$ cat src/rtl/pps_period_ctrl.sv
// pps_period_ctrl: measures PPS period in clock cycles and publishes it to an SPI-safe shadow register
module pps_period_ctrl #(
  parameter int CNT_W = 24,
  parameter int MISS_LIMIT = 16_000_000
) (
  input  logic             mcu_clko,
  input  logic             cpld_rst,
  input  logic             rxd_1v8,
  input  logic             cnt_en,
  input  logic             rd_lock,
  input  logic             rd_done,
  output logic [CNT_W-1:0] pps_cnt,
  output logic             cnt_new,
  output logic             cnt_ovr,
  output logic             pps_miss,
  output logic [1:0]       ctl_state
);
  typedef enum logic [1:0] {IDLE = 2'b00, ARM = 2'b01, RUN = 2'b10, LOST = 2'b11} state_t;
  localparam logic [CNT_W-1:0] LIM = CNT_W'(MISS_LIMIT - 1);
  state_t state, state_n;
  logic s1, s2, s3, pps_rise;
  logic [CNT_W-1:0] run_cnt, run_cnt_n, pend, cap_val, pub_val;
  logic pend_vld, cap, miss_set, miss_clr, publish, ovr_set;
  assign pps_rise = s2 & ~s3;
  assign ctl_state = state;
  assign cap_val = run_cnt + CNT_W'(1);
  always_comb begin
    state_n = state;
    run_cnt_n = run_cnt;
    cap = 1'b0;
    miss_set = 1'b0;
    miss_clr = 1'b0;
    if (!cnt_en) begin
      state_n = IDLE;
      run_cnt_n = '0;
    end else begin
      case (state)
        IDLE: begin
          state_n = ARM;
          run_cnt_n = '0;
        end
        ARM: if (pps_rise) begin
          state_n = RUN;
          run_cnt_n = '0;
        end
        RUN: if (pps_rise) begin
          cap = 1'b1;
          run_cnt_n = '0;
        end else begin
          run_cnt_n = cap_val;
          state_n = run_cnt == LIM ? LOST : RUN;
          miss_set = run_cnt == LIM;
        end
        default: if (pps_rise) begin
          state_n = RUN;
          run_cnt_n = '0;
          miss_clr = 1'b1;
        end
      endcase
    end
  end
  assign publish = cnt_en & ~rd_lock & (cap | pend_vld);
  assign pub_val = cap ? cap_val : pend;
  assign ovr_set = (publish & (cnt_new | (cap & pend_vld))) | (cap & rd_lock & pend_vld);
  always_ff @(posedge mcu_clko) begin
    if (cpld_rst) begin
      {s1, s2, s3} <= '0;
      state <= IDLE;
      run_cnt <= '0;
      pend <= '0;
      pend_vld <= 1'b0;
      pps_cnt <= '0;
      cnt_new <= 1'b0;
      cnt_ovr <= 1'b0;
      pps_miss <= 1'b0;
    end else begin
      s1 <= rxd_1v8;
      s2 <= s1;
      s3 <= s2;
      state <= state_n;
      run_cnt <= run_cnt_n;
      pend_vld <= cnt_en & rd_lock & (pend_vld | cap);
      if (cap & rd_lock) pend <= cap_val;
      if (publish) pps_cnt <= pub_val;
      cnt_new <= publish | (cnt_new & ~rd_done);
      cnt_ovr <= ~rd_done & (cnt_ovr | ovr_set);
      pps_miss <= miss_set | (pps_miss & ~miss_clr);
    end
  end
endmodule

$ cat config.mk
export PLATFORM = sky130hd
export DESIGN_NAME = pps_period_ctrl
export DESIGN_NICKNAME = d
export VERILOG_FILES = /design/src/rtl/pps_period_ctrl.sv
export SDC_FILE = /design/constraint.sdc
export NUM_CORES = 1
export LEC_CHECK = 0
export ABC_CLOCK_PERIOD_IN_PS = 2100
export CAP_MARGIN = 20
export CORE_MARGIN = 2
export CORE_UTILIZATION = 51
export DETAILED_ROUTE_END_ITERATION = 7
export GPL_TIMING_DRIVEN = 0
export PLACE_DENSITY = 0.76
export SLEW_MARGIN = 25
export SYNTH_ARGS = -nofsm -noshare
export SYNTH_HDL_FRONTEND = slang
export SYNTH_SLANG_ARGS = --single-unit
$ cat constraint.sdc
create_clock -name mcu_clko -period 2.1 [get_ports mcu_clko]
set_input_delay 0.42 -clock mcu_clko [delete_from_list [all_inputs] [get_ports mcu_clko]]
set_output_delay 0.42 -clock mcu_clko [all_outputs]
set_load 0.03 [all_outputs]
; Word-level counts from Yosys, hierarchy flattened
; Index checks and enable logic that the tools add are counted.
[word_totals]
regBits = 81
inputBits = 6
wordCells = 60
[classes]
addsub = 1
n_eq_ne = 4
mux = 16
bitwise_logic = 23
n_reduce_logical = 5
[ops]
columns = cell, count
row1 = $mux 24, 3
row2 = $pmux 24 s2, 1
row3 = $add 24x1->24 const B, 1
row4 = $eq 24x24->1 const B, 1
row5 = $and 1x1->1, 12
row6 = $mux 1, 9
row7 = $or 1x1->1, 6
row8 = $not 1->1, 5
row9 = $mux 2, 2
row10 = $pmux 2 s2, 1
row11 = $reduce_bool 3->1, 1
row12 = $reduce_or 3->1, 1
row13 = $eq 2x1->1 const B, 1
row14 = $eq 2x2->1 const B, 1
row15 = $logic_not 2->1, 1
row16 = $ne 2x2->1 const B, 1
row17 = $reduce_and 2->1, 1
row18 = $reduce_or 2->1, 1

; Longest topological paths before layout
[logic_depth]
depth_word = 11
ltp_mapped = 7
ltp_nobuf = 6

; Worst setup path before layout
; Ideal clock, no wire load.
[synth_path]
path_kind = flip-flop to flip-flop
start = reg run_cnt[0]
end = reg pend[16]
setup_time_ns = 0.079
t_arrival_ns = 1.917
setup_slack_ns = 0.104
path_stages_with_launch = 7
synth_period_minus_slack_ns = 1.996
path_cell_list = dfxtp_1 ha_1 nand3_1 or4_4 or3_1 and2_4 a211oi_2
[synth_via]
elab_chain_cells = 1
[synth_rtl]
columns = item, line
row1 = from (decl), 22  ; logic [CNT_W-1:0] run_cnt, run_cnt_n, pend, cap_val, pub_val;
row2 = from (signal assigned), 81  ; run_cnt <= run_cnt_n;
row3 = $add 24x1->24, 26  ; assign cap_val = run_cnt + CNT_W'(1);
row4 = to (signal assigned), 83  ; if (cap & rd_lock) pend <= cap_val;
row5 = to (decl), 22
; Every way passes these cells.
; A chain may end at the register's enable or synchronous reset.

; Final worst setup path
[layout_path]
start = reg run_cnt[11]
end = reg pend[16]
; Same word-level chain as after synthesis.

==> results by group <==
Power and ir drop
  – Reg power frac: 56.9%
  – Peak VDD IR: 0.3206 mV
  – PwrDens: 617.8 nW/um2
  – Psw: 674.0 uW
  – Leakage: 0.001407 uW
  – Comb pwr share: 2.8%
  – Total power: 2708 uW
  – Clock share of power: 40.3%
  – Sw Ratio: 24.89%
  – Int Pwr: 2034 uW

Timing
  – Slew @ Worst Pin: 601.2 ps
  – Post-route setup slack: 29.72 ps
  – Clk_skew: 8.726 ps
  – Final Cycle Share: 98.58%
  – WHS: 456.5 ps
  – Relative slew margins: 59.92%
  – Pins Over Slew Limit: 0
  – RSZ-0062 raised after global routing: true
  – Tmin final: 2070 ps
  – Hold Vio Cnt, Final: 0
  – Final setup fails: 0
  – Fmax: 483.0 MHz

Floorplan
  – I/O pin count: 35
  – Die width: 88.12 um
  – Row count: 30
  – Die H: 88.12 um
  – Die area: 7764 um2
  – Initial core utilization: 52.82%
  – Core area: 6832 um2

Setup path
  – Max stage delay cell, worst path: or4_4
  – Worst path required time: 2380 ps
  – CP Cell Sequence: nand3_2 -> or4_4 -> or3_1 -> and2_4 -> a211oi_2
  – Bufs and invs on worst path: 0
  – Worst setup SP type: flop
  – CP startpoint: run_cnt[11]
  – FF-to-FF Start: run_cnt[11]
  – Largest stage delay on the critical path: 580 ps
  – WP data arrival: 2350 ps
  – Setup CP Type: reg2reg
  – Worst reg-to-reg setup slack: 30 ps
  – CP Max Fanout: 5
  – Crit. End Element: flop
  – Crit path max-delay family: simple AND/OR/NAND/NOR gates

Drt
  – DRC viols: 0
  – Routed WL: 9.489 mm
  – Post-DRT Antenna Nets: 0
  – Initial DRC Count: 304
  – WL/cell: 16.33 um
  – Vias per inst: 5.814
  – DR pass1 iterations: 5
  – Routed vias: 3378

Layout
  – Filler instances: 593
  – Final instance area: 4384 um2
  – NumNets Final: 487
  – Layout cell share with drive strength beyond 1: 11.55%
  – Core Util, Final: 64.18%
  – ANT cells: 0
  – Synthesis-to-layout area growth: 21.50%

Clock network
  – Root Buffer: clkbuf_8
  – Cts bufs inserted: 9
  – H-tree Lvls: 3
  – Post-CTS Hold Fix Bufs: 0
  – Sink Count: 81
  – Clk slew on worst S/H paths: 90 ps
  – CTS max path bufs: 2
  – Clk Latency, worst-skew pair: 360 ps
  – CTS tree: done

Placement
  – Post-DP HPWL: 6.720 mm
  – Routability cong.: 0.9211
  – Pre-CTS setup slack: -773.5 ps
  – Post-DP Area: 4059 um2
  – Port buffer count: 33

Synthesis
  – Synth Area in Adders: 0.6241%
  – Post-synthesis mux area share: 0%
  – Yosys cell types: 54
  – Synth top area cells: dfxtp_1, nor2_1, a211oi_1, a21oi_1, nand2_1
  – Ys async rst share: 0%
  – Synth area leader: dfxtp_1
  – Syn_nets: 436
  – Mapped Cells: 429
  – Synth top area share: 44.94%
  – XOR/XNOR Fraction of Synth Area: 4.612%
  – Avg Inst Size Synth: 8.411 um2
  – Synthesized area: 3608 um2
  – Count of yosys warnings during synthesis: 0
  – Synth Flop Type: dfxtp_1
  – Sequential fraction of the synthesis area: 44.94%
  – Number of synthesized flops with an enable pin: 0
  – #FFs+latches synth: 81
  – Compound-Gate Fraction of Synth Area: 21.05%
  – Post-synthesis simple-gate area fraction: 25.21%
  – Main combinational cell family by area after synthesis: simple AND/OR/NAND/NOR gates

Outcome
  – Status: finished, final reports clean

Job
  – Maxcap violations: 0

Global routing
  – GR Util All Layers: 25.70%
  – Vias in the first global route: 3075
  – Largest net degree at the start of global routing: 16
  – Initial antenna violation count: 0
  – Global route overflow: 0
  – First-pass GRT wire length: 15.29 mm

Min path
  – Min-delay src: pps_cnt[6]
  – Worst min-delay path category: reg2reg
-- routing by layer --
metal	vias up	part of all wire (%)	track usage [%]
met2	147	45	39.88
li1	1646	-	-
met4	0	2.0	8.402
met5	-	0	0
met3	18	7.8	4.618
met1	1567	45	36.39
-- cells in the mapped netlist (3+ instances only) --
| master | instances |
|---|---|
| or3_1 | 4 |
| nand3_1 | 11 |
| and3_1 | 5 |
| a21oi_1 | 31 |
| nor3_1 | 12 |
| a2bb2oi_1 | 5 |
| a211o_1 | 6 |
| nor2b_1 | 5 |
| o21ai_0 | 18 |
| clkbuf_1 | 20 |
| nor4b_1 | 4 |
| nor2_1 | 66 |
| nand2b_1 | 9 |
| inv_1 | 6 |
| and4_1 | 3 |
| nor4_1 | 5 |
| dfxtp_1 | 81 |
| a31oi_1 | 11 |
| nand2_1 | 36 |
| xor2_1 | 10 |
| a22oi_1 | 3 |
| xnor2_1 | 9 |
| buf_1 | 3 |
| o211ai_1 | 4 |
| a211oi_1 | 22 |
| nand4_1 | 3 |
-- worst register-to-register path: cells and delay by family, from the launching register on --
kind	cells	cell delay, ps
AOI/OAI and AO/OA	1	190
and+or+nand+nor	4	1330
DFF	1	490
-- path summary, 6_finish.rpt --
path	endpoint	depth (start not counted)
setup / recovery	pend[16]	5
hold / removal	pps_cnt[6]	2
setup reg to reg	pend[16]	5
hold reg to reg	pps_cnt[6]	2
-- placed cells by master (no fill, tap or decap), types with 5 or more instances in the layout --
cell type,n
a211o_1,6
a211oi_1,22
a21oi_1,31
a2bb2oi_1,5
a31oi_1,10
and3_1,5
buf_4,8
clkbuf_1,9
clkbuf_2,9
clkbuf_8,10
clkdlybuf4s50_1,32
dfxtp_1,79
inv_1,6
nand2_1,36
nand2b_1,9
nand3_1,10
nor2_1,64
nor2b_1,5
nor3_1,12
o21ai_0,18
xnor2_1,9
xor2_1,10
-- cell type report --
type                       instances  area (um2)  area share [%]
multi-input combinational        316        1919           43.78
sequential                        81        1627           37.10
timing repair buffer              40       385.4           8.790
clock buffer                      10       137.6           3.139
buffer                            26       122.6           2.797
tap                               96       120.1           2.740
clock inverter                     6       50.05           1.142
inverter                           6       22.52          0.5137
-- metrics by stage --
stage | setup TNS (ps) | std cells
after floorplan | 0 | 429
after global placement | -27870 | 558
after detailed placement | -28360 | 558
after CTS | 0 | 574
after global routing | -480.3 | 581
final | 0 | 581
-- cells by family after synthesis --
group | Yosys count
AND/OR/NAND/NOR | 178
flip-flops | 81
AO/OA/AOI/OAI | 116
buffers and inverters | 33
XOR/XNOR | 19
adder cells (fa/ha/maj) | 2
-- sequential cells by signal, summed over array words and instances (netlist names) --
register   flops
pend          24
pps_cnt       24
run_cnt       24
ctl_state      2
cnt_new        1
cnt_ovr        1
pend_vld       1
pps_miss       1
s1             1
s2             1
s3             1
-- power groups by stage --
stage	Sequential [uW]	Clock (uW)	Combinational (uW)
finish	1540	1090	76.4
global route	1540	1170	82.5
CTS	1540	1100	73.9
detailed placement	1580	0	71.5
global placement	1580	0	71.0
floorplan	1580	0	39.2
-- repair_timing --
action / 4_1_cts / 5_1_grt
buffers inserted: 0 / 7
setup endpoints to repair: 53 / 45
pin swaps: 0 / 4
gates resized for setup: 18 / 15
cloned: 0 / 1
Note: power is estimated with default switching activity, not from simulation.
